===== src/rtl/ram_ctrl_master.sv =====
// Purpose : command-side initiator for ram_ctrl; turns one valid/ready command into a single-cycle strobe and a registered response.
// Latency : write -> rsp_valid 2 cycles after accept; read -> rsp_valid p_rd_lat+2 cycles after accept.
// Backpres: one command in flight; cmd_ready low while busy, RESP holds rsp_* stable until rsp_ready.
//
// Ports:
//   clk, rst                 rising-edge clock, async active-high reset
//   cmd_valid/ready/we/op_code/addr/wdata   upstream command handshake
//   mem_en/we/re/op_code/addr/wdata, mem_rdata   ram_ctrl side
//   rsp_valid/ready/we/data  registered response handshake
//   busy                     state machine not idle
//   txn_cnt                  completed responses, wraps silently
module ram_ctrl_master #(
    parameter int p_mem_size = 8,
    parameter int p_rd_lat   = 1
) (
    input  logic                  clk,
    input  logic                  rst,
    input  logic                  cmd_valid,
    output logic                  cmd_ready,
    input  logic                  cmd_we,
    input  logic [1:0]            cmd_op_code,
    input  logic [p_mem_size-1:0] cmd_addr,
    input  logic [31:0]           cmd_wdata,
    output logic                  mem_en,
    output logic                  mem_we,
    output logic                  mem_re,
    output logic [1:0]            mem_op_code,
    output logic [p_mem_size-1:0] mem_addr,
    output logic [31:0]           mem_wdata,
    input  logic [31:0]           mem_rdata,
    output logic                  rsp_valid,
    input  logic                  rsp_ready,
    output logic                  rsp_we,
    output logic [31:0]           rsp_data,
    output logic                  busy,
    output logic [15:0]           txn_cnt
);

    typedef enum logic [1:0] {
        IDLE  = 2'd0,
        ISSUE = 2'd1,
        WAIT  = 2'd2,
        RESP  = 2'd3
    } state_t;

    localparam logic [3:0] RD_LAT = 4'(p_rd_lat);

    state_t     state;
    state_t     state_nxt;
    logic       lat_we;
    logic [3:0] wait_cnt;
    logic       accept;
    logic       rsp_fire;

    assign accept   = (state == IDLE) && cmd_valid;
    assign rsp_fire = (state == RESP) && rsp_ready;

    always_ff @(posedge clk or posedge rst) begin
        if (rst) begin
            state <= IDLE;
        end else begin
            state <= state_nxt;
        end
    end

    always_comb begin
        state_nxt = state;
        cmd_ready = 1'b0;
        mem_en    = 1'b0;
        mem_we    = 1'b0;
        mem_re    = 1'b0;
        rsp_valid = 1'b0;
        busy      = 1'b1;
        case (state)
            IDLE: begin
                // Gated by rst so the handshake reads 0 while reset is held.
                cmd_ready = ~rst;
                busy      = 1'b0;
                if (cmd_valid) begin
                    state_nxt = ISSUE;
                end
            end
            ISSUE: begin
                mem_en    = 1'b1;
                mem_we    = lat_we;
                mem_re    = ~lat_we;
                state_nxt = lat_we ? RESP : WAIT;
            end
            WAIT: begin
                if (wait_cnt == 4'd1) begin
                    state_nxt = RESP;
                end
            end
            RESP: begin
                rsp_valid = 1'b1;
                if (rsp_ready) begin
                    state_nxt = IDLE;
                end
            end
            default: state_nxt = IDLE;
        endcase
    end

    // The mem_* address/data registers double as the command latches: they
    // load on acceptance and then hold until the next command.
    always_ff @(posedge clk or posedge rst) begin
        if (rst) begin
            lat_we      <= 1'b0;
            mem_op_code <= 2'b00;
            mem_addr    <= '0;
            mem_wdata   <= 32'd0;
            wait_cnt    <= 4'd0;
            rsp_data    <= 32'd0;
            txn_cnt     <= 16'd0;
        end else begin
            if (accept) begin
                lat_we      <= cmd_we;
                mem_op_code <= cmd_op_code;
                mem_addr    <= cmd_addr;
                mem_wdata   <= cmd_wdata;
                // Writes respond with zero data; reads overwrite this in WAIT.
                rsp_data    <= 32'd0;
            end
            if (state == ISSUE && !lat_we) begin
                wait_cnt <= RD_LAT;
            end
            if (state == WAIT) begin
                wait_cnt <= wait_cnt - 4'd1;
                if (wait_cnt == 4'd1) begin
                    rsp_data <= mem_rdata;
                end
            end
            if (rsp_fire) begin
                txn_cnt <= txn_cnt + 16'd1;
            end
        end
    end

    assign rsp_we = lat_we;

endmodule


===== config.mk =====
export PLATFORM = sky130hd
export DESIGN_NAME = ram_ctrl_master
export DESIGN_NICKNAME = d
export VERILOG_FILES = /design/src/rtl/ram_ctrl_master.sv
export SDC_FILE = /design/constraint.sdc
export NUM_CORES = 1
export LEC_CHECK = 0
export BUFFER_PORTS_ARGS = -buffer_cell sky130_fd_sc_hd__buf_2
export CAP_MARGIN = 20
export CELL_PAD_IN_SITES_DETAIL_PLACEMENT = 0
export CELL_PAD_IN_SITES_GLOBAL_PLACEMENT = 1
export CORE_MARGIN = 2
export CORE_UTILIZATION = 35
export DETAILED_ROUTE_END_ITERATION = 10
export GPL_TIMING_DRIVEN = 0
export PLACE_DENSITY_LB_ADDON = 0.1
export SYNTH_ARGS = -nofsm -noshare
export SYNTH_HDL_FRONTEND = slang
export SYNTH_SLANG_ARGS = --single-unit

===== constraint.sdc =====
create_clock -name clk -period 3 [get_ports clk]
set_input_delay 0.15 -clock clk [delete_from_list [all_inputs] [get_ports clk]]
set_output_delay 0.15 -clock clk [all_outputs]
set_load 0.02 [all_outputs]

Yosys cells after proc, flatten, opt, wreduce, memory -nomap -nowiden:

Index checks and enable logic that the tools add are counted.

* register bits: 97
* bits in latches: 0
* RAM bits: 0
* bits in read-only memories: 0
* bits of input ports: 79
* output and inout bits: 97
* logic and storage cells: 42
* memories: 0

* add/sub/neg operators: 2
* multiply operators: 0
* div/mod/pow operators: 0
* $lt $le $gt $ge: 0
* equal/unequal tests: 7
* shift-type cells: 0
* mux-type cells: 16
* bitwise logic cells: 2
* reductions and logical operators: 7

Operator list (number)
* 2-to-1 mux 32 bit: 3
* adder 16 x 1 -> 16 bit, second input constant: 1
* 2-to-1 mux 4 bit: 2
* case mux 2 bit (4 select lines): 1
* 2-to-1 mux 1 bit: 7
* 2-to-1 mux 2 bit: 3
* inequality test 2 bit, second input constant: 3
* == test 2 bit, second input constant: 2
* == test 4 x 1 -> 1 bit, second input constant: 1
* subtractor 4 x 1 -> 4 bit, second input constant: 1
* logical AND 1 bit: 3
* AND reduction 3 bit: 1
* == test 2 x 1 -> 1 bit, second input constant: 1
* logical NOT 2 bit: 1
* inverter 1 bit: 2
* nonzero test 2 bit: 1
* logical NOT 1 bit: 1

Logic depth before layout (Yosys ltp):

Gate-level depths: netlist (run 1).

* word-level depth: 5
* mapped depth: 8
* depth with buffers taken out: 6

Worst setup path before layout (run 1):

No wires, ideal clock.

* kind: register to register
* from: register state[0]
* to: register rsp_data[10]
* library setup time: 0.133 ns
* data arrival time: 1.574 ns
* data required time: 2.867 ns
* setup slack: 1.293 ns
* stages on the path, launching flop included: 8
* buffers on the path: 2
* period minus slack after synthesis: 1.707 ns
* cell sequence: dfrtp_1 > inv_1 > ha_1 > buf_2 > nand2b_1 > nor3b_4 > clkbuf_1 > o21ai_0

* cells in the longest elaborated chain, start to end: 5
* elaborated cells between the ends (all ways): 6
* classes of those cells: eq/ne: 1; mux: 3; reduce/logical: 2

RTL lines
* start, declared: line 48 `state_t state;`
* start signal, assigned: line 62 `state <= state_nxt;`
* logical NOT 2 bit: line 55 `assign accept = (state == IDLE) && cmd_valid;`
* logical AND 1 bit: line 55
* 2-to-1 mux 32 bit: line 116 `if (accept) begin`
* 2-to-1 mux 32 bit: line 129 `if (wait_cnt == 4'd1) begin`
* 2-to-1 mux 32 bit (*): line 127 `if (state == WAIT) begin`
* end signal, assigned: line 130 `rsp_data <= mem_rdata;`
* end, declared: line 34 `output logic [31:0] rsp_data,`

Mark *: on every way between the ends. The rest lies on a longest branch, timed or not.
A chain may end at the register's enable or synchronous reset.

Final worst setup path (run 1):

* from: register state[0]
* to: register rsp_data[13]

Same word-level chain as after synthesis.

==> results.yml, run 1 <==
pwr:
  cellPowerDensity_nw_per_um2: 1110
  p_leak_nw: 2.75
  max-vdd-ir-drop_v: 0.000435
global_route:
  grt_first_pass_wirelength_um: 14200
  grtUsageTotal_pct: 15.1
  antenna_violations_before_repair: 0
  globalRoute.totalOverflow: 0
  first_global_vias: 2969
  grt_start_max_net_pins: 69
setup_path:
  critical-path-slowest-cell: "sky130_fd_sc_hd__dfrtp_1"
  required_ns: 3.20
  crit_path_end_kind: "flip-flop"
  worst-path-max-fanout: 10
  cp_cell_sequence: "inv_1 -> ha_1 -> buf_2 -> nand2b_1 -> nor3b_4 -> clkbuf_1 -> o21ai_0"
  crit_path_max_incr_delay_ns: 0.40
  startpoint_type: "flip-flop"
  arrival_worst_endpoint_ns: 2.28
  criticalPathCategory: "reg -> reg"
route:
  drt_wl_total_um: 9030
  detail_route.drc_violations: 0
  detail_route.iter0.violations: 162
  detail_route.first_pass.iterations: 4
  detailed_route_vias_per_instance: 4.60
  postRouteAntennaNets: 0
  route.vias.total: 3079
  routed_length_per_placed_instance_um: 13.5
cts:
  insertion_delay_of_the_later_clocked_pin_in_the_worst_skew_pair_ns: 0.33
  cts_buffer_depth: 2
  clock_sinks: 97
  clock_tree.root_cell: "sky130_fd_sc_hd__clkbuf_16"
  numCtsBuffers: 9
  htree_num_levels: 3
  cts_tree: "yes"
  cts.clk_slew.worst_paths_ns: 0.07
flow_run:
  maxCapViolations: 0
place:
  pre_cts_slack_ns: 0.849
  place_area_um2: 5040
  port-buffer-count: 175
  dp_cells: 652
  gp_congestion: 0.737
  dp_hpwl_um: 6610
yosys:
  synth_area_um2: 3960
  synthesized_area_divided_by_synthesized_cell_count_um2: 11.8
  ys_warn_count: 0
  synth_fp_nets: 423
  postSynth.asyncResetShare_pct: 100
  synth_cells: 336
  synth_enable_flop_cells: 0
  synth-seq-area-share_pct: 61.4
  postSynth.topFlopCell: "sky130_fd_sc_hd__dfrtp_1"
  synth.ff_latch_count: 97
  yosysUniqueCellTypes: 29
finish:
  seq_area_um2: 2430
  mostFrequentLayoutCells: "sky130_fd_sc_hd__buf_2 (183), sky130_fd_sc_hd__dfrtp_1 (97), sky130_fd_sc_hd__nand2_1 (70), sky130_fd_sc_hd__mux2_2 (44), sky130_fd_sc_hd__o21ai_0 (35)"
  antenna_diode_instance_count: 0
  drive_above_1_share_pct: 46.7
  fillerInstances: 1066
  nets: 611
  finish.cell_count_without_fillers: 669
  finalInstanceArea_um2: 5380
  layout.cells.most_common: "sky130_fd_sc_hd__buf_2"
  area_of_the_multi_input_gates_um2: 1420
  area_growth_pct: 35.9
timing:
  worst_case_setup_margin_in_the_final_layout_ns: 0.912
  max_freq_mhz: 479
  setup_violations: 0
  final_max_slew_viol_count: 0
  skew_ns: 0.00665
  final.hold.worst_slack_ns: 0.0216
  final_period_minus_worst_setup_slack_ns: 2.09
  rsz0062_at_grt: "false"
  report.final.hold_viol_count: 0
  fin_crit_sh_pct: 69.6
  slew_headroom_pct: 64.6
  worst_pin_slew_ns: 0.531
floorplanning:
  chipWidth_um: 110
  die_height_um: 110
  design.die.area_um2: 12200
  placeable_core_region_um2: 10900
  design.portCount: 176
  row_count: 38
  starting_density_of_the_core_pct: 36.2
min_path:
  min-delay-path-class: "in -> reg"
status:
  outcome: "complete, no violations"
==> synth_stat cells, types with 2 or more instances <==
cell type / n / share of area, %
sky130_fd_sc_hd__xor2_1: 4 / 0.89
sky130_fd_sc_hd__nand2b_1: 2 / 0.32
sky130_fd_sc_hd__nand4_1: 7 / 1.1
sky130_fd_sc_hd__and2_1: 2 / 0.32
sky130_fd_sc_hd__ha_1: 8 / 2.5
sky130_fd_sc_hd__nor2_1: 6 / 0.57
sky130_fd_sc_hd__buf_2: 8 / 1.0
sky130_fd_sc_hd__nor3_1: 2 / 0.25
sky130_fd_sc_hd__dfrtp_1: 97 / 61
sky130_fd_sc_hd__and4_1: 2 / 0.44
sky130_fd_sc_hd__o21ai_0: 35 / 4.4
sky130_fd_sc_hd__xnor2_1: 11 / 2.4
sky130_fd_sc_hd__mux2_2: 44 / 13
sky130_fd_sc_hd__a21oi_1: 2 / 0.25
sky130_fd_sc_hd__and3_1: 3 / 0.47
sky130_fd_sc_hd__nand2_1: 70 / 6.6
sky130_fd_sc_hd__inv_1: 11 / 1.0
sky130_fd_sc_hd__nor2b_1: 2 / 0.32
sky130_fd_sc_hd__nand3_1: 3 / 0.38
sky130_fd_sc_hd__clkbuf_1: 8 / 0.76
==> per-layer routing <==
layer  global-route usage, %  part of all wire (%)  up-vias
met3                    5.29                   8.6        6
li1                        -                     -     1502
met1                    20.0                    44     1459
met2                    23.8                    46      112
met4                    3.75                  0.81        0
met5                       0                     0        -
==> critical path, delay by kind of cell, from the launching register on <==
family / cells / cell delay (ns)
flip-flops: 1 / 0.40
AO/OA/AOI/OAI: 1 / 0.16
buffers and inverters: 3 / 0.71
AND/OR/NAND/NOR: 2 / 0.52
adder cells (fa/ha/maj): 1 / 0.16
==> cell type report <==
| cell class | instances | area share, % |
|---|---|---|
| Buffer | 16 | 1.30 |
| Clock buffer | 9 | 4.19 |
| Clock inverter | 7 | 1.91 |
| Inverter | 11 | 0.815 |
| Multi-Input combinational cell | 212 | 26.4 |
| Sequential cell | 97 | 45.2 |
| Tap cell | 140 | 3.26 |
| Timing Repair Buffer | 177 | 17.0 |
==> final timing paths <==
kind,from,endpoint,slack (ns),depth (start not counted)
setup reg to reg,state[0],rsp_data[13],0.91,7
hold reg to reg,txn_cnt[15],txn_cnt[15],0.46,1
max in group asynchronous,rst,rsp_data[28],1.94,4
min in group asynchronous,rst,mem_addr[1],0.39,3
setup / recovery,state[0],rsp_data[13],0.91,7
hold / removal,mem_rdata[16],rsp_data[16],0.02,3
==> sequential cells by signal, indices dropped and copies added (netlist names) <==
name and cells:
rsp_we 1, mem_wdata 32, mem_addr 8, mem_op_code 2
txn_cnt 16, wait_cnt 4, state 2, rsp_data 32
==> metrics by stage <==
step                      power [mW]  setup TNS [ns]  util, %
after floorplan                 3.89               0        -
after global placement          4.75          -97.47     45.8
after detailed placement        4.80               0     46.1
after CTS                       6.07               0     49.2
after global routing            6.43               0     49.2
final                           5.97               0     49.2
==> timing repair <==
item                      CTS  global route
hold buffers                1             0
hold endpoints to repair   29             0
buffers inserted            0             0
resized for setup           0             0
==> cell families (layout without fill, tap and decap cells) <==
family                     Yosys count  after routing  synth area share, %
AOI/OAI and AO/OA                   42             42                 5.60
xor gates and xnor gates            15             15                 3.32
adders and majority gates            8              8                 2.53
buffers and inverters               27            220                 2.81
DFF                                 97             97                 61.4
muxes                               44             44                 12.5
and+or+nand+nor                    103            103                 11.9
==> where the power goes <==
part / switching, mW / internal (mW) / total [mW]
clock: 0.495 / 0.739 / 1.23
combinational: 1.56 / 0.989 / 2.55
sequential: 0.300 / 1.88 / 2.18
(Power assumes the default switching activity.)
==> inputs of run 2 (changes only) <==
- CORE_UTILIZATION: 35 -> 32
- clock period: 3 -> 1.8 ns (I/O delays scaled with it)
==> run 2 against run 1 <==
Sequential power grew 68%. Register-to-register slack lost 0.82 ns. Hold slack gained 0.26 ns. Critical path depth shrank 2. Clock power grew 48%. Via count grew 10%. Count of clock-buffer cells in the layout grew 5. Maximum frequency grew 22%. Sequential cell count is the same. First-iteration DRC count shrank 16%. Utilization grew 2.5 points. Largest power group unchanged. Highest routed layer unchanged.
==> results.yml, run 2 (synthesis results as in run 1) <==
setup_path:
  cp-startpoint: "state[1]"
  cp_cell_sequence: "ha_2 -> and4_1 -> nand4_1 -> or3_1 -> xnor2_1"
  worst_reg2reg_path_startpoint: "state[1]"
  crit_path_max_incr_delay_ns: 0.41
  required_ns: 2.03
  worstPathBufferInverterCount: 0
  criticalPathCategory: "reg -> reg"
  critical-path-slowest-cell: "sky130_fd_sc_hd__dfrtp_1"
  crit_path_end_kind: "flip-flop"
  startpoint_type: "flip-flop"
  arrival_worst_endpoint_ns: 1.93
  critPathTopFamily: "simple AND/OR/NAND/NOR gates"
  worst-path-max-fanout: 4
route:
  postRouteAntennaNets: 0
  drt_wl_total_um: 10300
  route.vias.total: 3402
  detail_route.drc_violations: 0
  detail_route.first_pass.iterations: 5
  detail_route.iter0.violations: 136
  detailed_route_vias_per_instance: 4.37
  routed_length_per_placed_instance_um: 13.2
global_route:
  grtUsageTotal_pct: 15.5
  grt_start_max_net_pins: 36
  grt_first_pass_wirelength_um: 16000
  antenna_violations_before_repair: 0
  globalRoute.totalOverflow: 0
  first_global_vias: 3300
flow_run:
  maxCapViolations: 0
timing:
  final.hold.worst_slack_ns: 0.277
  setup_violations: 0
  report.final.hold_viol_count: 0
  worst_pin_slew_ns: 0.727
  fin_crit_sh_pct: 94.8
  max_freq_mhz: 586
  slew_headroom_pct: 51.5
  rsz0062_at_grt: "false"
  final_period_minus_worst_setup_slack_ns: 1.71
  final_max_slew_viol_count: 0
  skew_ns: 0.00855
finish:
  area_growth_pct: 57.6
  fillerInstances: 1117
  mostFrequentLayoutCells: "sky130_fd_sc_hd__buf_2 (175), sky130_fd_sc_hd__dfrtp_1 (97), sky130_fd_sc_hd__dlygate4sd3_1 (76), sky130_fd_sc_hd__nand2_1 (70), sky130_fd_sc_hd__mux2_2 (44)"
  area_of_the_multi_input_gates_um2: 1430
  layout.cells.most_common: "sky130_fd_sc_hd__buf_2"
  antenna_diode_instance_count: 0
  seq_area_um2: 2430
  nets: 692
  layout_top_registers: "mem_wdata x32, rsp_data x32, txn_cnt x16"
  drive_above_1_share_pct: 43.0
  post-route-util_pct: 51.7
cts:
  cts_tree: "yes"
  cts_buffer_depth: 2
  clock_tree.root_cell: "sky130_fd_sc_hd__clkbuf_16"
  numCtsBuffers: 9
  clock_sinks: 97
  insertion_delay_of_the_later_clocked_pin_in_the_worst_skew_pair_ns: 0.34
  cts.clk_slew.worst_paths_ns: 0.06
  htree_num_levels: 3
floorplanning:
  design.portCount: 176
  starting_density_of_the_core_pct: 32.8
  row_count: 40
  design.die.area_um2: 13300
  die_height_um: 115
  placeable_core_region_um2: 12100
  chipWidth_um: 115
place:
  dp_hpwl_um: 7020
  port-buffer-count: 175
  gp_congestion: 0.766
pwr:
  cellPowerDensity_nw_per_um2: 1620
  p_leak_nw: 3.10
  max-vdd-ir-drop_v: 0.000695
min_path:
  min-delay-path-class: "in -> reg"
  worst_hold_startpoint: "rsp_ready"
status:
  outcome: "complete, no violations"
[run 2: cell types whose count changed in the layout (fill, tap and decap cells not counted), moves of 4 or more]
cell / previous run / this run
sky130_fd_sc_hd__buf_4: 0 / 8
sky130_fd_sc_hd__buf_2: 183 / 175
sky130_fd_sc_hd__buf_6: 0 / 7
sky130_fd_sc_hd__clkbuf_1: 8 / 4
sky130_fd_sc_hd__clkbuf_2: 0 / 4
sky130_fd_sc_hd__dlygate4sd3_1: 1 / 76
[run 2: timing repair]
| item | in CTS | in global routing |
|---|---|---|
| buffers inserted | 2 | 2 |
| setup endpoints to repair | 66 | 54 |
| hold buffers | 76 | 0 |
| pin swaps | 1 | 2 |
| gates cloned | 0 | 1 |
| hold endpoints to repair | 107 | 0 |
| resized for setup | 16 | 20 |
[run 2: worst paths after layout]
kind | endpoint | slack [ns] | cells past startpoint
min in group asynchronous | txn_cnt[6] | 0.43 | 3
worst max-delay path | txn_cnt[15] | 0.09 | 5
worst max register to register | txn_cnt[15] | 0.09 | 5
worst min-delay path | txn_cnt[9] | 0.28 | 4
max in group asynchronous | mem_wdata[13] | 0.54 | 5
worst min register to register | txn_cnt[15] | 0.47 | 1
[run 2: final cells by class]
type | count | share of cell area (%)
flip-flops and latches | 97 | 38.9
repair buffers | 258 | 27.5
multi-input cells | 212 | 22.9
clock buffers | 14 | 4.23
well taps | 168 | 3.37
plain buffers | 16 | 2.07
inverters | 11 | 0.722
clock inverters | 2 | 0.201
[run 2: per-stage QoR]
| step | instance area (um2) | std cells | TNS (ns) | total power, mW | worst slack, ns |
|---|---|---|---|---|---|
| 2_1_floorplan | 3960 | 336 | 0 | 6.48 | 0.0928 |
| 3_5_place_dp | 5090 | 681 | -11.64 | 8.03 | -0.336 |
| 3_3_place_gp | 5050 | 679 | -32.16 | 7.94 | -0.296 |
| 5_1_grt | 6240 | 778 | 0 | 10.8 | 0.0115 |
| 4_1_cts | 6170 | 775 | 0 | 10.1 | 0.00395 |
| 6_report | 6240 | 778 | 0 | 10.1 | 0.0931 |
[run 2: metal layers]
metal,part of all wire (%),up-vias,global-route usage (%)
met5,0,-,0
met3,5.4,21,3.53
met4,2.6,0,7.55
li1,-,1660,-
met1,46,1606,20.3
met2,46,115,24.2
[run 2: tightest hold or removal path, stage by stage]
cell	delay (ns)
sky130_fd_sc_hd__buf_2	0.12
sky130_fd_sc_hd__and4_1	0.23
sky130_fd_sc_hd__nand3_1	0.08
sky130_fd_sc_hd__xnor2_1	0.06
[run 2: report_power, final]
| group | switching (mW) | leakage (nW) | total (mW) | internal (mW) |
|---|---|---|---|---|
| Clock | 0.803 | 0.133 | 1.82 | 1.01 |
| Combinational | 2.69 | 1.75 | 4.64 | 1.94 |
| Sequential | 0.515 | 1.22 | 3.66 | 3.14 |
| Total | 4.01 | 3.10 | 10.1 | 6.09 |
